File: src/rtl/vwb_pkg.sv
// Shared sizing helpers and the saturating clip used by the streaming affine unit.
package vwb_pkg;

    localparam int ClipW = 64;

    typedef struct packed {
        logic [ClipW-1:0] val;
        logic             flag;
    } clip_t;

    function automatic int nbits(input int int_bits, input int frac_bits);
        return int_bits + frac_bits;
    endfunction

    function automatic int num_chunks(input int vec_len, input int regs);
        return vec_len / regs;
    endfunction

    function automatic int ptr_width(input int n_chunks);
        return (n_chunks > 1) ? $clog2(n_chunks) : 1;
    endfunction

    // Clamp a wide signed value into an nb-bit signed range; flag set when clipped.
    function automatic clip_t sat_clip(input logic signed [ClipW-1:0] value, input int nb);
        logic signed [ClipW-1:0] hi;
        logic signed [ClipW-1:0] lo;
        clip_t                   res;
        hi       = $signed((ClipW'(1) << (nb - 1)) - ClipW'(1));
        lo       = ~hi;
        res.val  = value;
        res.flag = 1'b0;
        if (value > hi) begin
            res.val  = hi;
            res.flag = 1'b1;
        end else if (value < lo) begin
            res.val  = lo;
            res.flag = 1'b1;
        end
        return res;
    endfunction

endpackage

File: src/rtl/vwb_lane.sv
// One lane of the affine datapath: S1 multiply, S2 round/bias/clip/ReLU.
module vwb_lane
    import vwb_pkg::*;
#(
    parameter int NBits    = 16,
    parameter int FracBits = 12,
    parameter int Saturate = 1
) (
    input  logic             clk_in,
    input  logic             rst_in,
    input  logic             en,
    input  logic             relu,
    input  logic [NBits-1:0] x,
    input  logic [NBits-1:0] w,
    input  logic [NBits-1:0] b,
    output logic [NBits-1:0] y,
    output logic             sat
);

    localparam int PW = 2 * NBits;
    localparam logic signed [PW-1:0] Half = PW'(1) <<< (FracBits - 1);

    logic signed [PW-1:0] p_q, p_d;
    logic signed [PW-1:0] r, s;
    logic [NBits-1:0]     b_q, b_d;
    logic [NBits-1:0]     y_q, y_d;
    logic                 relu_q, relu_d;
    logic                 sat_q, sat_d;
    clip_t                clip;
    logic                 unused_clip_hi;

    always_comb begin
        p_d            = p_q;
        b_d            = b_q;
        relu_d         = relu_q;
        y_d            = y_q;
        sat_d          = sat_q;
        r              = (p_q + Half) >>> FracBits;
        s              = r + PW'($signed(b_q));
        clip           = sat_clip(ClipW'(s), NBits);
        unused_clip_hi = ^clip.val[ClipW-1:NBits];
        if (en) begin
            p_d    = PW'($signed(x)) * PW'($signed(w));
            b_d    = b;
            relu_d = relu;
            if (Saturate != 0) begin
                y_d   = clip.val[NBits-1:0];
                sat_d = clip.flag;
            end else begin
                y_d   = s[NBits-1:0];
                sat_d = 1'b0;
            end
            // ReLU acts on the already clamped (or wrapped) result.
            if (relu_q && y_d[NBits-1]) begin
                y_d = '0;
            end
        end
    end

    always_ff @(posedge clk_in) begin
        if (rst_in) begin
            p_q    <= '0;
            b_q    <= '0;
            relu_q <= 1'b0;
            y_q    <= '0;
            sat_q  <= 1'b0;
        end else begin
            p_q    <= p_d;
            b_q    <= b_d;
            relu_q <= relu_d;
            y_q    <= y_d;
            sat_q  <= sat_d;
        end
    end

    assign y   = y_q;
    assign sat = sat_q;

endmodule

File: src/rtl/vwb_sp_ram.sv
// Single-port synchronous RAM wrapper; used read-only as a coefficient ROM.
module vwb_sp_ram #(
    parameter int                       Width    = 64,
    parameter int                       Depth    = 4,
    parameter int                       AddrW    = 2,
    parameter string                    InitFile = "",
    parameter logic [Width*Depth-1:0]   InitData = '0
) (
    input  logic             clk_in,
    input  logic             ena,
    input  logic             wea,
    input  logic [AddrW-1:0] addr,
    input  logic [Width-1:0] din,
    output logic [Width-1:0] dout
);

    logic [Width-1:0] mem [Depth];
    logic [Width-1:0] dout_q;

    initial begin
        for (int i = 0; i < Depth; i++) begin
            mem[i] = InitData[i*Width +: Width];
        end
    end

    always_ff @(posedge clk_in) begin
        if (ena) begin
            if (wea) begin
                mem[addr] <= din;
            end
            dout_q <= mem[addr];
        end
    end

    assign dout = dout_q;

endmodule

File: src/rtl/vwb_mac_stream.sv
// Streaming element-wise affine unit y = sat(round(w*x) + b) with optional ReLU.
// Three-stage pipeline frozen as a whole while the output is back-pressured.
module vwb_mac_stream
    import vwb_pkg::*;
#(
    parameter int    InVecLength = 16,
    parameter int    WorkingRegs = 4,
    parameter int    IntBits     = 4,
    parameter int    FracBits    = 12,
    parameter int    Saturate    = 1,
    parameter string WeightFile  = "",
    parameter string BiasFile    = "",
    parameter logic [InVecLength*(IntBits+FracBits)-1:0] WeightInit = '0,
    parameter logic [InVecLength*(IntBits+FracBits)-1:0] BiasInit   = '0
) (
    input  logic                                     clk_in,
    input  logic                                     rst_in,
    input  logic                                     relu_en,
    input  logic                                     in_valid,
    output logic                                     in_ready,
    input  logic [WorkingRegs*(IntBits+FracBits)-1:0] in_data,
    output logic                                     out_valid,
    input  logic                                     out_ready,
    output logic [WorkingRegs*(IntBits+FracBits)-1:0] out_data,
    output logic                                     out_last,
    output logic                                     out_sat,
    output logic                                     sat_sticky
);

    localparam int NB   = nbits(IntBits, FracBits);
    localparam int NC   = num_chunks(InVecLength, WorkingRegs);
    localparam int PtrW = ptr_width(NC);
    localparam int RowW = WorkingRegs * NB;

    logic             stall, en, accept;
    logic [PtrW-1:0]  ptr_q, ptr_d;
    logic             v0_q, v0_d, v1_q, v1_d, v2_q, v2_d;
    logic             last0_q, last0_d, last1_q, last1_d, last2_q, last2_d;
    logic             relu0_q, relu0_d;
    logic [RowW-1:0]  x0_q, x0_d;
    logic             sticky_q, sticky_d;
    logic [RowW-1:0]  w_row, b_row, y_row;
    logic [WorkingRegs-1:0] lane_sat;

    always_comb begin
        stall   = v2_q & ~out_ready;
        en      = ~stall;
        accept  = in_valid & en;
        ptr_d   = ptr_q;
        v0_d    = v0_q;
        v1_d    = v1_q;
        v2_d    = v2_q;
        last0_d = last0_q;
        last1_d = last1_q;
        last2_d = last2_q;
        relu0_d = relu0_q;
        x0_d    = x0_q;
        if (en) begin
            v0_d    = in_valid;
            x0_d    = in_data;
            relu0_d = relu_en;
            last0_d = (ptr_q == PtrW'(NC - 1));
            v1_d    = v0_q;
            last1_d = last0_q;
            v2_d    = v1_q;
            last2_d = last1_q;
            if (accept) begin
                ptr_d = (ptr_q == PtrW'(NC - 1)) ? '0 : ptr_q + PtrW'(1);
            end
        end
        sticky_d = sticky_q | (v2_q & out_ready & out_sat);
    end

    always_ff @(posedge clk_in) begin
        if (rst_in) begin
            ptr_q    <= '0;
            v0_q     <= 1'b0;
            v1_q     <= 1'b0;
            v2_q     <= 1'b0;
            last0_q  <= 1'b0;
            last1_q  <= 1'b0;
            last2_q  <= 1'b0;
            relu0_q  <= 1'b0;
            x0_q     <= '0;
            sticky_q <= 1'b0;
        end else begin
            ptr_q    <= ptr_d;
            v0_q     <= v0_d;
            v1_q     <= v1_d;
            v2_q     <= v2_d;
            last0_q  <= last0_d;
            last1_q  <= last1_d;
            last2_q  <= last2_d;
            relu0_q  <= relu0_d;
            x0_q     <= x0_d;
            sticky_q <= sticky_d;
        end
    end

    // ROM rows are addressed by the chunk pointer in the accept cycle so they line up with S0.
    vwb_sp_ram #(
        .Width   (RowW),
        .Depth   (NC),
        .AddrW   (PtrW),
        .InitFile(WeightFile),
        .InitData(WeightInit)
    ) u_wrom (
        .clk_in(clk_in),
        .ena   (en),
        .wea   (1'b0),
        .addr  (ptr_q),
        .din   ('0),
        .dout  (w_row)
    );

    vwb_sp_ram #(
        .Width   (RowW),
        .Depth   (NC),
        .AddrW   (PtrW),
        .InitFile(BiasFile),
        .InitData(BiasInit)
    ) u_brom (
        .clk_in(clk_in),
        .ena   (en),
        .wea   (1'b0),
        .addr  (ptr_q),
        .din   ('0),
        .dout  (b_row)
    );

    for (genvar g = 0; g < WorkingRegs; g++) begin : g_lane
        vwb_lane #(
            .NBits   (NB),
            .FracBits(FracBits),
            .Saturate(Saturate)
        ) u_lane (
            .clk_in(clk_in),
            .rst_in(rst_in),
            .en    (en),
            .relu  (relu0_q),
            .x     (x0_q[g*NB +: NB]),
            .w     (w_row[g*NB +: NB]),
            .b     (b_row[g*NB +: NB]),
            .y     (y_row[g*NB +: NB]),
            .sat   (lane_sat[g])
        );
    end

    assign in_ready   = ~stall;
    assign out_valid  = v2_q;
    assign out_data   = y_row;
    assign out_last   = last2_q;
    assign out_sat    = |lane_sat;
    assign sat_sticky = sticky_q;

endmodule

File: config.mk
export PLATFORM = sky130hd
export DESIGN_NAME = vwb_mac_stream
export DESIGN_NICKNAME = d
export VERILOG_FILES = /design/src/rtl/vwb_pkg.sv /design/src/rtl/vwb_lane.sv /design/src/rtl/vwb_sp_ram.sv /design/src/rtl/vwb_mac_stream.sv
export SDC_FILE = /design/constraint.sdc
export NUM_CORES = 1
export LEC_CHECK = 0
export ABC_CLOCK_PERIOD_IN_PS = 2900
export BUFFER_PORTS_ARGS = -buffer_cell sky130_fd_sc_hd__buf_4
export CORE_AREA = 2 2 56 58
export DETAILED_ROUTE_END_ITERATION = 12
export DIE_AREA = 0 0 58 60
export GPL_ROUTABILITY_DRIVEN = 0
export PLACE_DENSITY = 0.91
export SLEW_MARGIN = 20
export SYNTH_ARGS = -nofsm -noshare
export SYNTH_HDL_FRONTEND = slang
export SYNTH_SLANG_ARGS = --single-unit
File: constraint.sdc
create_clock -name clk_in -period 2.9 [get_ports clk_in]
set_input_delay 0 -clock clk_in [delete_from_list [all_inputs] [get_ports clk_in]]
set_output_delay 0 -clock clk_in [all_outputs]
set_load 0.005 [all_outputs]
==> key figures, run 1 <==
Yosys
  – Largest family of logic cells by synthesized area: buffers and inverters
  – Netlist cell types: 14
  – Cell Area, Synth: 811 sq um
  – Post-synthesis xor/xnor area fraction: 0%
  – Post-synthesis mux area share: 0%
  – Gate Count Post-Synth: 104
  – Synth Area in Compound Gates: 5.56%
  – Post-synthesis average cell area: 7.80 sq um
  – Primary FF master, synth: dfxtp_1
  – Dominant cell type by area after synthesis: buf_4
  – Post-synthesis simple-gate area fraction: 8.80%
  – Ys async rst share: 0%
  – Number of synthesized flops with an enable pin: 0
  – Area contributors post-synth: buf_4 61%, dfxtp_1 20%, nand2_1 4.6%
  – Adder-cell share of the synthesized area: 1.54%
  – Sequential fraction of the synthesis area: 19.8%
  – Top-count cell post-synth: buf_4
  – Most frequent cells after synthesis: 66 x buf_4, 10 x nand2_1, 8 x dfxtp_1
  – Yosys warning count: 0
  – Synthesized flop and latch total: 8
  – Top-area cell type share of the netlist area: 61.1%

Detailed routing
  – DR pass1 iterations: 2
  – DR DRC count: 0
  – Iter 0 DRT Violations: 3
  – WL final: 853 microns
  – Routed Antenna Nets: 0
  – Vias per cell: 3.14
  – DR WL/cell: 5.88 microns
  – DR vias: 455

Die
  – Chip width: 58 microns
  – Starting Density: 27.9%
  – Die area: 0.00348 sq mm
  – Core area: 0.00290 sq mm
  – Rows: 20
  – Ports: 138
  – Die Y: 60 microns

Worst setup path
  – R2r setup slk: 1.71 ns
  – Worst Path Max Fanout: 3
  – Cell family with most CP delay: simple AND/OR/NAND/NOR gates
  – Worst path max stage delay: 0.46 ns
  – Critical setup path kind: reg2reg
  – Reg-to-reg critical path startpoint: ptr_q[0]$_SDFFE_PP0P_
  – CP cell instances: ha_1, or4_1, a21oi_1
  – Crit-path slowest cell: or4_1
  – CP arrival: 1.37 ns
  – Worst setup EP type: flop
  – Buf/Inv on CP: 0
  – Reg2Reg Depth: 3
  – Startpoint types: flop
  – Worst r2r dst: ptr_q[0]$_SDFFE_PP0P_
  – Worst Path Required: 3.08 ns

Global route
  – First-pass GRT wire length: 1.08 mm
  – Initial antenna violation count: 0
  – Vias in the first global route: 283
  – Gr ovfl total: 0
  – Largest net degree at the start of global routing: 11
  – Gr usage total: 4.21%

Place
  – Setup Slack @ Placement: 1.74 ns
  – DPL Wire Length: 704 microns
  – Placed cells: 140
  – Port Buf Inserts: 6

Cells and area
  – Ant diodes: 0
  – Post-Layout Cell Count: 145
  – Layout Area Growth over Synthesis: -17.0%
  – Final layout net count: 184
  – Filler Cell Count: 321
  – Share of layout cells above drive strength 1: 8.93%

Timing
  – RSZ-0062 raised after global routing: no
  – Final Max Slew Viols: 0
  – Setup-violating endpoint count in the final report: 0
  – Final worst-path cycle share: 41.0%
  – Fin crit period: 1.19 ns
  – Clk_skew: 0.00412 ns
  – Achievable frequency: 840 MHz
  – Hold Violations, Final: 0
  – Setup TNS Final: 0 ns
  – Fin worst setup slack: 1.71 ns

Clock tree
  – CTS Buf Count: 3
  – # Post-CTS Setup Buffers: 0
  – H-tree depth: 1
  – Clock root cell: clkbuf_4
  – Resized Gates After CTS: 0
  – Max clock buf depth: 2
  – CTS tree: built
  – Clock latency on the worst-skew pair: 0.25 ns
  – Clk sinks: 8
  – Reg clk slew, reported paths: 0.06 ns

Worst hold path
  – Hold Path Class: in2reg
  – Min-delay src: out_ready
  – Hold Path Cell Cnt: 4
  – Hold Path End: out_last$_SDFFE_PP0N_

Pwr
  – Overall power: 240 uW
  – LEAKAGE: 0.000376 uW
  – PD cells: 357 mW/mm^2
  – Peak VDD IR: 0.209 mV

Job
  – Max_cap viols: 0

Status
  – Status: finished clean
## layout make-up
| cell class | instances | area, sq um | area share (%) |
|---|---|---|---|
| tap | 33 | 41.3 | 6.13 |
| timing repair buffer | 8 | 65.1 | 9.67 |
| sequential | 8 | 160 | 23.8 |
| multi-input combinational | 91 | 377 | 55.9 |
| inverter | 2 | 7.51 | 1.12 |
| clock buffer | 3 | 22.5 | 3.35 |
## sequential cells by signal, summed over array words and instances, names as in the netlist
name and cells:
last0_q 1, last1_q 1, out_last 1, out_valid 1, ptr_q 2, v0_q 1, v1_q 1
## worst max path at each step
stage                                        to              startpoint  cells after the start
final                     ptr_q[0]$_SDFFE_PP0P_   ptr_q[0]$_SDFFE_PP0P_                      3
after global routing      ptr_q[0]$_SDFFE_PP0P_   ptr_q[0]$_SDFFE_PP0P_                      3
after CTS                              in_ready  out_valid$_SDFFE_PP0N_                      3
after detailed placement  ptr_q[0]$_SDFFE_PP0P_   ptr_q[0]$_SDFFE_PP0P_                      3
after global placement    ptr_q[0]$_SDFFE_PP0P_   ptr_q[0]$_SDFFE_PP0P_                      3
after floorplan           ptr_q[0]$_SDFFE_PP0P_   ptr_q[0]$_SDFFE_PP0P_                      3
## layer usage
| layer | vias up | part of all wire, % | wire length, microns | track usage, % |
|---|---|---|---|---|
| met5 | - | 0 | 0 | 0 |
| met4 | 0 | 1.6 | 14 | 2.99 |
| met3 | 2 | 24 | 204 | 1.52 |
| met2 | 63 | 47 | 401 | 8.60 |
| met1 | 185 | 27 | 233 | 3.12 |
| li1 | 205 | - | - | - |
## layout by cell type, fill, tap and decap left out, drive strengths merged
master        n
ha            1
clkbuf        3
buf           6
a21oi         7
nor2b         1
inv           2
nand2        10
o21ai         2
dfxtp         8
dlygate4sd3   2
or4           1
nand3         1
conb         66
nor2          2
## stage by stage
| step | instance area [sq um] | utilization (%) | hold WS, ns |
|---|---|---|---|
| 4_1_cts | 673 | 23.2 | 0.0370 |
| 2_1_floorplan | 1050 | - | 0.136 |
| 6_report | 673 | 23.2 | 0.0461 |
| 3_5_place_dp | 631 | 21.7 | 0.228 |
| 3_3_place_gp | 631 | 21.7 | 0.226 |
| 5_1_grt | 673 | 23.2 | 0.0612 |
## tightest hold or removal path, stage by stage
cell and delay, ns:
buf_4 0.09, nor2b_4 0.05, nand2_1 0.06, a21oi_1 0.05
## logic make-up (layout without fill, tap and decap cells)
| family | Yosys count | in the layout |
|---|---|---|
| AO/OA/AOI/OAI | 9 | 9 |
| buffers and inverters | 70 | 13 |
| other | 1 | 66 |
| adder cells (fa/ha/maj) | 1 | 1 |
| flip-flops | 8 | 8 |
| AND/OR/NAND/NOR | 15 | 15 |
## repair_timing
action	in CTS	in global routing
endpoints found under the setup margin	0	0
hold endpoints to repair	8	0
hold buffers	2	0
## report_power, final
group | switching, uW | leakage [uW] | internal (uW) | total [uW]
clock | 37.2 | 0.0000138 | 47.3 | 84.6
combinational | 28.9 | 0.000297 | 10.0 | 38.9
sequential | 2.42 | 0.0000653 | 115 | 117
total | 68.5 | 0.000376 | 172 | 240
Note: power is estimated with default switching activity, not from simulation.
==> inputs of run 2 (changes only) <==
Settings changed: ABC_CLOCK_PERIOD_IN_PS 2900 to 1000, CORE_AREA 2 2 56 58 to 2 2 60 62, DIE_AREA 0 0 58 60 to 0 0 62 64, PLACE_DENSITY 0.91 to 0.84.
Clock period 2.9 ns to 1 ns, I/O delays scaled along.
==> run 2 against run 1 <==
Against the previous run:
- the flow now finishes with violations (negative setup slack)
- final cell count is 11% higher
- non-clock buffer count grew 3
- global-route usage down 0.078 points
- first-iteration DRC count rose to 9.7 times the previous value
- via count increased by 4.8%
- die area is 14% higher
- critical path depth is the same
- total power rose to 3.0 times the previous value
- design area rose by 10%
==> key figures, run 2 (synthesis gave the netlist of run 1 again) <==
Detailed routing
  – M1 WL: 286 microns
  – DR vias: 477
  – Max Used Layer: met4
  – Routed Antenna Nets: 0
  – DR WL/cell: 5.58 microns
  – DR DRC count: 0
  – DR pass1 iterations: 4
  – Vias per cell: 2.96
  – Met3 Wirelength: 208 microns
  – Iter 0 DRT Violations: 29
  – DR WL met2: 348 microns
  – WL final: 899 microns

Cells and area
  – Filler Cell Count: 378
  – Max reg flops: 2
  – Share of layout cells above drive strength 1: 18.3%
  – Ant diodes: 0
  – Most frequent cells in the layout: 66 x conb_1, 10 x nand2_1, 8 x buf_4, 6 x a21oi_1, 5 x dfxtp_1
  – Final layout net count: 187
  – Sequential cell area: 164 sq um
  – Final core occ: 22.6%
  – Commonest non-fill, non-tap cell in the layout: conb_1
  – Footprint of the multi-input gates: 397 sq um
  – Final instance area: 743 sq um
  – Layout Area Growth over Synthesis: -8.33%
  – Largest register by flop count: ptr_q

Timing
  – Setup-violating endpoint count in the final report: 1
  – Final worst-path cycle share: 117%
  – Final Max Slew Viols: 0
  – RSZ-0062 raised after global routing: yes
  – Setup TNS Final: -0.165 ns
  – Fin worst setup slack: -0.165 ns
  – Fin crit period: 1.17 ns
  – Achievable frequency: 858 MHz
  – Hold Slack: 0.0202 ns
  – Hold Violations, Final: 0
  – Clk_skew: 0.00229 ns

Clock tree
  – Clock root cell: clkbuf_4
  – Reg clk slew, reported paths: 0.05 ns
  – Max clock buf depth: 2
  – Clk sinks: 8
  – CTS tree: built
  – CTS Buf Count: 3
  – H-tree depth: 1
  – Clock latency on the worst-skew pair: 0.25 ns

Die
  – Rows: 21
  – Chip width: 62 microns
  – Core area: 0.00328 sq mm
  – Die area: 0.00397 sq mm
  – Starting Density: 24.7%
  – Die Y: 64 microns
  – Ports: 138

Pwr
  – LEAKAGE: 0.000396 uW
  – Peak VDD IR: 0.178 mV
  – Overall power: 713 uW
  – PD cells: 960 mW/mm^2

Global route
  – First-pass GRT wire length: 1.08 mm
  – Largest net degree at the start of global routing: 9
  – Vias in the first global route: 270
  – Gr usage total: 4.13%
  – Gr ovfl total: 0
  – Initial antenna violation count: 0

Worst setup path
  – Buf/Inv on CP: 0
  – Crit-path slowest cell: or4_4
  – Cell family with most CP delay: simple AND/OR/NAND/NOR gates
  – Startpoint types: flop
  – CP arrival: 1.35 ns
  – Critical setup path kind: reg2reg
  – Worst path max stage delay: 0.47 ns
  – Worst Path Max Fanout: 3
  – CP cell instances: ha_4, or4_4, a21oi_2
  – Worst setup EP type: flop
  – Worst Path Required: 1.18 ns

Status
  – Failing checks: negative setup slack
  – Status: finished, violations left

Place
  – DPL Wire Length: 740 microns
  – Placed inst area: 672 sq um
  – Port Buf Inserts: 6

Worst hold path
  – Hold Path Class: in2reg

Job
  – Max_cap viols: 0
run 2: cell count changes in the layout (fill, tap and decap cells not counted), moves of 2 or more:
cell	change
buf_4	+2
buf_6	+2
dfxtp_1	-3
dfxtp_2	+3
run 2: power breakdown:
| part | internal [uW] | total [uW] | leakage [uW] | switching [uW] |
|---|---|---|---|---|
| clock | 137 | 240 | 0.0000138 | 104 |
| sequential | 334 | 344 | 0.0000665 | 9.55 |
| combinational | 40.6 | 129 | 0.000316 | 88.6 |
run 2: worst min-delay path, delay by kind of cell:
family	cells	cell delay, ns
buffers and inverters	1	0.12
and+or+nand+nor	1	0.05
AOI/OAI and AO/OA	1	0.05
run 2: per-layer routing:
layer	up-vias	track usage [%]
met3	5	1.21
met2	67	5.08
li1	212	-
met1	193	4.28
met5	-	0
met4	0	6.38
run 2: cell type report:
cell class | count | area share [%]
inverter | 2 | 1.35
sequential | 8 | 22.1
multi-input combinational | 91 | 53.4
timing repair buffer | 11 | 12.5
clock buffer | 3 | 3.03
tap | 46 | 7.74
run 2: timing repair:
action,4_1_cts,5_1_grt
resized for setup,1,9
setup buffers,0,1
setup endpoints to repair,2,3
pin swaps,1,2
endpoints found under the hold margin,8,0
hold buffers,1,0
run 2: metrics by stage:
step,instances,setup slack (ns)
4_1_cts,160,-0.159
2_1_floorplan,169,-0.119
5_1_grt,161,-0.207
6_report,161,-0.165
3_5_place_dp,156,-0.156
3_3_place_gp,156,-0.140
run 2: final timing paths:
| path | from | endpoint | slack, ns | depth (start not counted) |
|---|---|---|---|---|
| max reg2reg | ptr_q[0]$_SDFFE_PP0P_ | ptr_q[0]$_SDFFE_PP0P_ | -0.17 | 3 |
| min | in_valid | v0_q$_SDFFE_PP0N_ | 0.02 | 3 |
| min reg2reg | v1_q$_SDFFE_PP0N_ | v1_q$_SDFFE_PP0N_ | 0.45 | 2 |
| max | ptr_q[0]$_SDFFE_PP0P_ | ptr_q[0]$_SDFFE_PP0P_ | -0.17 | 3 |
==> inputs of run 3 (changes only) <==
Settings changed: ABC_AREA set to 1, CAP_MARGIN set to 15.
==> run 3 against run 2 <==
Against the previous run:
- the flow now finishes without violations
- fmax is 28% higher
- sequential power hardly changed
- area after synthesis is 0.15% lower
- non-clock buffer count is 4 lower
- global-route usage is 0.43 points lower
- total power is 0.26% higher
- die area stayed put
- sequential share of layout area is 1.1 points higher
- via count is 6.7% lower
- hold slack better by 0.015 ns
- largest power group unchanged
- count of clock-buffer cells in the layout stayed put
- flip-flop and latch count stayed put
==> key figures, run 3 <==
Clock tree
  – Max clock buf depth: 2
  – CTS Buf Count: 3
  – Reg clk slew, reported paths: 0.05 ns
  – Clock latency on the worst-skew pair: 0.25 ns
  – Cts hold-fix bufs: 1
  – Resized Gates After CTS: 0
  – H-tree depth: 1
  – Clock root cell: clkbuf_4
  – Clk sinks: 8
  – # Post-CTS Setup Buffers: 0
  – CTS tree: built

Detailed routing
  – DR pass1 iterations: 2
  – Met3 Wirelength: 179 microns
  – DR DRC count: 0
  – DR WL met2: 331 microns
  – Vias per cell: 2.80
  – DR WL/cell: 5.12 microns
  – Max Used Layer: met4
  – M1 WL: 275 microns
  – Routed Antenna Nets: 0
  – Iter 0 DRT Violations: 3
  – DR vias: 445
  – WL final: 814 microns

Timing
  – Final worst-path cycle share: 91.4%
  – Clk_skew: 0.00214 ns
  – Fin worst setup slack: 0.0865 ns
  – Setup TNS Final: 0 ns
  – Hold Violations, Final: 0
  – Achievable frequency: 1090 MHz
  – Fin crit period: 0.914 ns
  – RSZ-0062 raised after global routing: no
  – Setup-violating endpoint count in the final report: 0
  – Final Max Slew Viols: 0

Yosys
  – Primary FF master, synth: dfxtp_1
  – Netlist cell types: 14
  – Gate Count Post-Synth: 104
  – Cell Area, Synth: 810 sq um
  – Top-area cell type share of the netlist area: 61.2%
  – Top-count cell post-synth: buf_4
  – Area contributors post-synth: buf_4 61%, dfxtp_1 20%, nor2_1 5.1%
  – Synthesized flop and latch total: 8
  – Ys async rst share: 0%
  – Post-synthesis average cell area: 7.78 sq um
  – Sequential fraction of the synthesis area: 19.8%
  – Dominant cell type by area after synthesis: buf_4
  – Yosys warning count: 0
  – Number of synthesized flops with an enable pin: 0
  – Most frequent cells after synthesis: 66 x buf_4, 11 x nor2_1, 8 x dfxtp_1

Global route
  – Vias in the first global route: 268
  – First-pass GRT wire length: 1.06 mm
  – Largest net degree at the start of global routing: 10
  – Initial antenna violation count: 0
  – Gr ovfl total: 0
  – Gr usage total: 3.70%

Die
  – Ports: 138
  – Starting Density: 24.6%
  – Die Y: 64 microns
  – Core area: 0.00328 sq mm
  – Die area: 0.00397 sq mm
  – Chip width: 62 microns
  – Rows: 21

Place
  – DPL Wire Length: 677 microns
  – Setup Slack @ Placement: 0.0993 ns
  – Port Buf Inserts: 6

Worst setup path
  – Reg2Reg Depth: 4
  – CP Depth: 4
  – CP cell instances: ha_1, nor2_1, nand3_1, a21oi_1
  – Critical setup path kind: reg2reg
  – Crit-path slowest cell: dfxtp_1
  – Worst path max stage delay: 0.33 ns
  – Worst Path Max Fanout: 3
  – Cell family with most CP delay: flip-flops
  – Startpoint types: flop
  – Buf/Inv on CP: 0
  – Worst Path Required: 1.19 ns
  – Worst setup EP type: flop
  – CP arrival: 1.10 ns

Pwr
  – PD cells: 1030 mW/mm^2
  – Peak VDD IR: 0.580 mV
  – LEAKAGE: 0.000400 uW

Cells and area
  – Ant diodes: 0
  – Max reg flops: 2
  – Final layout net count: 185
  – Largest register by flop count: ptr_q
  – Commonest non-fill, non-tap cell in the layout: conb_1
  – Layout Area Growth over Synthesis: -14.4%
  – Most frequent cells in the layout: 66 x conb_1, 11 x nor2_1, 8 x dfxtp_1, 6 x buf_4, 4 x o21ai_0
  – Filler Cell Count: 361
  – Share of layout cells above drive strength 1: 12.4%

Job
  – Max_cap viols: 0

Worst hold path
  – Hold Path Class: in2reg
  – Hold Path Cell Cnt: 3

Status
  – Status: finished clean
run 3: cell count changes after synthesis, moves of 2 or more:
| cell | change |
|---|---|
| nor2_1 | +9 |
| nand2_1 | -8 |
| nand2_4 | +2 |
| o21ai_0 | +2 |
| a21oi_1 | -5 |
run 3: cell type report:
class | count | area, sq um | area share, %
tap | 46 | 57.6 | 8.30
clock buffer | 3 | 22.5 | 3.25
timing repair buffer | 7 | 55.1 | 7.94
inverter | 3 | 11.3 | 1.62
multi-input combinational | 92 | 387 | 55.8
sequential | 8 | 160 | 23.1
run 3: kinds of logic (layout without fill, tap and decap cells):
family          after synthesis  in the layout  share of synthesized area, %
buf+inv                      69             13                          62.6
simple gates                 18             18                          10.8
flops                         8              8                          19.8
compound gates                7              7                          4.79
fa+ha+maj                     1              1                          1.55
other cells                   1             66                         0.463
run 3: tightest hold or removal path: cells and delay by family:
kind	cells	cell delay, ns
simple gates	1	0.07
compound gates	1	0.05
buf+inv	1	0.13
run 3: power by group:
group	leakage, uW	internal (uW)	switching [uW]
combinational	0.000320	34.9	91.9
sequential	0.0000655	336	10.7
clock	0.0000138	137	105
total	0.000400	508	207
run 3: final timing paths:
kind	slack (ns)	startpoint	to
max	0.09	ptr_q[0]$_SDFFE_PP0P_	ptr_q[0]$_SDFFE_PP0P_
min	0.03	in_valid	v0_q$_SDFFE_PP0N_
max reg2reg	0.09	ptr_q[0]$_SDFFE_PP0P_	ptr_q[0]$_SDFFE_PP0P_
min reg2reg	0.46	ptr_q[1]$_SDFFE_PP0P_	ptr_q[1]$_SDFFE_PP0P_
run 3: metal layers:
layer	up-vias	global-route usage, %
met3	2	0.607
met4	0	3.99
met2	61	5.73
met1	175	3.80
met5	-	0
li1	207	-
run 3: through the flow:
stage	instance area, sq um	std cells	utilization [%]	hold WS [ns]	total power, uW
floorplan	1050	169	-	0.0624	631
global placement	661	155	20.1	0.196	469
detailed placement	661	155	20.1	0.200	471
CTS	693	159	21.1	0.0266	724
global route	693	159	21.1	0.0337	791
finish	693	159	21.1	0.0347	715
